===== src/rtl/tt_mux_slot_ctrl.sv =====
// Project-slot multiplexer: routes one pad-side flat bus to one of NUM_PROJ project slots,
// sequencing every project switch through guard (all ena low) and forced-reset phases.
module tt_mux_slot_ctrl #(
   parameter int NUM_PROJ     = 4,
   parameter int IW           = 18,
   parameter int OW           = 24,
   parameter int GUARD_CYCLES = 2,
   parameter int RST_CYCLES   = 4
) (
   input  logic                          clk,
   input  logic                          rst,
   input  logic                          sel_valid,
   input  logic [$clog2(NUM_PROJ)-1:0]   sel_addr,
   output logic                          sel_ready,
   output logic                          sel_err,
   output logic                          active,
   output logic [$clog2(NUM_PROJ)-1:0]   active_sel,
   input  logic [IW-1:0]                 pad_iw,
   output logic [OW-1:0]                 pad_ow,
   output logic [NUM_PROJ*IW-1:0]        proj_iw,
   input  logic [NUM_PROJ*OW-1:0]        proj_ow,
   output logic [NUM_PROJ-1:0]           proj_ena
);

   localparam int AW   = $clog2(NUM_PROJ);
   localparam int CMAX = (GUARD_CYCLES > RST_CYCLES) ? GUARD_CYCLES : RST_CYCLES;
   localparam int CW   = $clog2(CMAX + 1);

   localparam logic [AW:0]   NP_LIM     = (AW+1)'(NUM_PROJ);
   localparam logic [CW-1:0] GUARD_LOAD = CW'(GUARD_CYCLES - 1);
   localparam logic [CW-1:0] RST_LOAD   = CW'(RST_CYCLES - 1);
   localparam logic [CW-1:0] CNT_ONE    = CW'(1);

   typedef enum logic [1:0] {
      S_IDLE,
      S_GUARD,
      S_RESET,
      S_RUN
   } state_t;

   state_t              state_q, state_d;
   logic [CW-1:0]       cnt_q, cnt_d;
   logic [AW-1:0]       sel_q, sel_d;
   logic                err_q;
   logic [OW-1:0]       pad_ow_q;

   logic                accept;
   logic                addr_ok;
   logic                proj_live;
   logic [NUM_PROJ-1:0] sel_onehot;
   logic [OW-1:0]       ow_sel;
   logic [IW-1:0]       iw_sel;

   assign sel_ready  = (state_q == S_IDLE) || (state_q == S_RUN);
   assign accept     = sel_valid && sel_ready;
   // Only reachable when NUM_PROJ is not a power of two.
   assign addr_ok    = {1'b0, sel_addr} < NP_LIM;

   assign sel_err    = err_q;
   assign active     = (state_q == S_RUN);
   assign active_sel = sel_q;
   assign pad_ow     = pad_ow_q;
   assign proj_live  = (state_q == S_RESET) || (state_q == S_RUN);

   // NOTE: every signal written in an always_comb gets a default first, so no path
   // through the case/if leaves it unassigned and no latch is inferred.
   always_comb begin
      state_d = state_q;
      cnt_d   = cnt_q;
      sel_d   = sel_q;
      case (state_q)
         S_IDLE, S_RUN: begin
            if (accept && addr_ok) begin
               state_d = S_GUARD;
               cnt_d   = GUARD_LOAD;
               sel_d   = sel_addr;
            end
         end
         S_GUARD: begin
            if (cnt_q == '0) begin
               state_d = S_RESET;
               cnt_d   = RST_LOAD;
            end else begin
               cnt_d = cnt_q - CNT_ONE;
            end
         end
         S_RESET: begin
            if (cnt_q == '0) state_d = S_RUN;
            else             cnt_d   = cnt_q - CNT_ONE;
         end
         default: state_d = S_IDLE;
      endcase
   end

   always_comb begin
      sel_onehot = '0;
      for (int k = 0; k < NUM_PROJ; k++) begin
         if (sel_q == AW'(k)) sel_onehot[k] = 1'b1;
      end
   end

   always_comb begin
      ow_sel = '0;
      for (int k = 0; k < NUM_PROJ; k++) begin
         if (sel_onehot[k]) ow_sel = ow_sel | proj_ow[k*OW +: OW];
      end
   end

   // During RESET the project sees its clock but a held-low rst_n.
   always_comb begin
      iw_sel = pad_iw;
      if (state_q == S_RESET) iw_sel[1] = 1'b0;
   end

   always_comb begin
      proj_ena = proj_live ? sel_onehot : '0;
      proj_iw  = '0;
      for (int k = 0; k < NUM_PROJ; k++) begin
         if (proj_ena[k]) proj_iw[k*IW +: IW] = iw_sel;
      end
   end

   // NOTE: sequential state uses non-blocking assignments so every register samples
   // the pre-edge values of its sources, independent of statement order.
   always_ff @(posedge clk) begin
      if (rst) begin
         state_q  <= S_IDLE;
         cnt_q    <= '0;
         sel_q    <= '0;
         err_q    <= 1'b0;
         pad_ow_q <= '0;
      end else begin
         state_q  <= state_d;
         cnt_q    <= cnt_d;
         sel_q    <= sel_d;
         err_q    <= accept && !addr_ok;
         // Zero unless the next cycle is RUN, so a switch never leaks old project data.
         pad_ow_q <= (state_d == S_RUN) ? ow_sel : '0;
      end
   end

endmodule


===== config.mk =====
export PLATFORM = sky130hd
export DESIGN_NAME = tt_mux_slot_ctrl
export DESIGN_NICKNAME = d
export VERILOG_FILES = /design/src/rtl/tt_mux_slot_ctrl.sv
export SDC_FILE = /design/constraint.sdc
export NUM_CORES = 1
export LEC_CHECK = 0
export CAP_MARGIN = 40
export CORE_AREA = 2 2 87 89
export DETAILED_ROUTE_END_ITERATION = 12
export DIE_AREA = 0 0 89 91
export GPL_TIMING_DRIVEN = 0
export PLACE_DENSITY = 0.85
export SYNTH_ARGS = -nofsm -noshare
export SYNTH_HDL_FRONTEND = slang
export SYNTH_SLANG_ARGS = --single-unit

===== constraint.sdc =====
create_clock -name clk -period 5.45 [get_ports clk]
set_clock_uncertainty 0.2 [all_clocks]
set_input_delay 0.8175 -clock clk [delete_from_list [all_inputs] [get_ports clk]]
set_output_delay 0.8175 -clock clk [all_outputs]
set_load 0.05 [all_outputs]

==> metrics.md <==
| Metric | Value |
|---|---|
| Share of cells above drive strength 1 | 9.56% |
| Number of buffers inserted during clock tree synthesis | 5 |
| Normalized max-slew margin | 60.7% |
| Initial core utilization | 31.0% |
| H-Tree Level Count | 2 |
| Clock latency of the later-clocked register in the worst-skew pair | 280 ps |
| Detailed-route vias per instance | 4.64 |
| Net count after synthesis | 346 |
| Number of post-CTS setup repair buffers | 0 |
| Mean instance size in the synthesized netlist | 10.0 um2 |
| Synth warnings | 0 |
| Number of global-route vias before repair | 2742 |
| Synth Register Bits | 31 |
| Async set or reset register ratio after synthesis | 0% |
| Worst Path Max Fanout | 10 |
| Post-cts sizing count | 0 |
| Proportion of total power due to net switching | 39.3% |
| Most common library cell in the layout ignoring fill and taps | clkdlybuf4s50_1 |
| Final net count | 575 |
| Fin crit share | 75.1% |
| Most frequent cells in the layout | clkdlybuf4s50_1, and2_1, dfxtp_1, mux4_2 |
| Number of max-capacitance violations reported | 0 |
| Worst hold slack across all endpoints | 326 ps |
| Part of the power in combinational logic | 55.3% |
| Sum of met3 wire segment lengths after detailed routing | 838 um |
| Clock tree from TritonCTS | built |
| Aggregate routed wire length | 8.86 mm |
| Measured slew at the worst slew-check pin | 588 ps |
| Number of antenna repair diodes | 0 |
| Number of enable flip-flop cells after synthesis | 0 |
| Unrepaired setup endpoints after global routing | no |
| Crit path cell chain | inv_1, ha_1, o21ai_1, nor2_1, clkbuf_1, and2_1, clkdlybuf4s50_1 |
| Run status | complete, no violations |
| Chip width | 89 um |
| Global-route usage over all layers | 21.3% |
| DRT antenna net count | 0 |
| Max incr delay on CP | 810 ps |
| Layout-stage area growth over the synthesis result | 110% |
| P_sw | 0.000392 W |
| Library cell used as clock root buffer | clkbuf_8 |
| DR iter-0 viols | 47 |
| Buffer levels on the longest clock path | 2 |
| Critical path launch point type | flip-flop |
| LEAKAGE | 1.75 nW |
| Clock-pin slew reported for the worst setup and hold paths after clock tree synthesis | 60 ps |
| Internal power summed over all cells | 0.000606 W |
| Maximum VDD drop | 0.0912 mV |
| Worst Setup Path Type | reg -> out |
| Required arrival time at the worst endpoint | 4430 ps |
| Fraction of power consumed by the clock network | 18.3% |
| Routed vias | 2546 |
| Post-synth cell types | 36 |
| Initial DRT Pass Iterations | 4 |
| Setup TNS after final layout | 0 ps |
| Maximum clock rate | 244 MHz |
| Primary flip-flop cell chosen by synthesis mapping | dfxtp_1 |
| Count of input and output buffers | 222 |
| CTS hold repair buffers | 0 |
| Hpwl dp | 7.51 mm |
| Total met2 wirelength after detailed routing | 4.81 mm |
| Type of destination of the critical path | primary output |
| Data arrival at the endpoint of the critical path | 3080 ps |
| Number of I/O pins | 224 |
| Post-route minimum period | 4090 ps |
| Congestion Overflow GR | 0 |
| Floorplan die area | 8100 um2 |
| Clock net sink count | 31 |
| Part of the total power dissipated in sequential elements | 26.4% |
| Count of pins over their slew limit | 0 |
| Total of endpoints with negative setup slack in the final report | 0 |
| Power density over the cells | 215 nW/um2 |
| Hold violation count in the final report | 0 |
| Count of mapped cells out of synthesis | 221 |
| Antenna violations before repair | 0 |
| FILL cells | 596 |
| Maximum number of pins on one net before global-route repair | 11 |
| First-pass GRT wire length | 13.4 mm |
| Sequential fraction of the synthesis area | 28.0% |
| Remaining routing DRC violations | 0 |
| Class of the worst hold path | reg -> reg |
| Synth Cell Area | 2210 um2 |
| Final weighted congestion of routability-driven global placement | 0.806 |
| Die Span Y | 91 um |
| Top routing layer used | met4 |
| Metal-1 WL | 3.08 mm |
| Final core utilization | 65.1% |
| Routed length per placed instance | 16.1 um |
| Number of placement rows | 31 |
| Core Area | 7140 um2 |
| CP max-delay cell | clkdlybuf4s50_1 |
layer usage:
layer  up-vias  track usage [%]
met3        10             5.55
li1       1218                -
met2       137             41.6
met1      1181             21.3
met5         -                0
met4         0             5.97
power groups by stage:
stage	Sequential [W]	Combinational (W)	Clock, W
global placement	0.000268	0.000543	0
floorplan	0.000314	0.000305	0
finish	0.000264	0.000552	0.000183
detailed placement	0.000268	0.000555	0
global route	0.000266	0.000589	0.000200
CTS	0.000263	0.000556	0.000189
kinds of logic (layout without fill, tap and decap cells):
kind of cell | after synthesis | after routing | share of synthesized area (%)
buffers and inverters | 22 | 251 | 4.97
and+or+nand+nor | 121 | 121 | 33.6
DFF | 31 | 31 | 28.0
AOI/OAI and AO/OA | 16 | 16 | 5.48
other | 1 | 1 | 0.169
adders and majority gates | 6 | 6 | 3.39
muxes | 24 | 24 | 24.4
final timing paths:
path,start,to,slack (ps),cells past startpoint
worst max-delay path,state_q[0],proj_iw[62],1360,7
worst min-delay path,cnt_q[2],cnt_q[2],330,2
worst max register to register,state_q[0],pad_ow[9],3220,7
worst min register to register,cnt_q[2],cnt_q[2],330,2
metrics by stage:
| step | std cells | setup slack, ps | cell area [um2] | power, W |
|---|---|---|---|---|
| floorplan | 221 | 1850 | 2210 | 0.000619 |
| global placement | 542 | 1730 | 4560 | 0.000811 |
| detailed placement | 542 | 1590 | 4560 | 0.000823 |
| CTS | 549 | 1260 | 4650 | 0.00101 |
| global route | 549 | 1070 | 4650 | 0.00106 |
| finish | 549 | 1360 | 4650 | 0.000998 |
critical path: cells and delay by family, from the launching register on:
family	cells	cell delay [ps]
flip-flops	1	330
adder cells (fa/ha/maj)	1	310
buffers and inverters	3	1310
AO/OA/AOI/OAI	1	170
AND/OR/NAND/NOR	2	670
layout make-up:
cell class                 count  area (um2)  area share (%)
clock buffer                   6        82.6            1.78
timing repair buffer         222        2220            47.8
buffer                        14        80.1            1.72
multi-input combinational    168        1480            31.9
clock inverter                 1        5.00           0.108
tap                           99         124            2.66
inverter                       8        30.0           0.646
sequential                    31         621            13.4
synth_stat cells, drive strengths merged (2+ instances only):
master   n  area share [%]
ha       6             3.4
clkbuf   5            0.85
nor2     8             1.4
nand2b   2            0.90
nand3    2            0.45
buf      9             2.8
a21oi    5             1.1
dfxtp   31              28
and3b    2            0.79
nand2    5            0.85
nor3     4             1.4
nor4     2            0.56
and2    91              26
mux4    24              24
a31oi    2            0.56
inv      8             1.4
sequential cells by signal, summed over array words and instances (netlist names):
signal	flops
state_q	2
pad_ow	24
active_sel	2
cnt_q	3
Power figures use the tool's default switching activity.
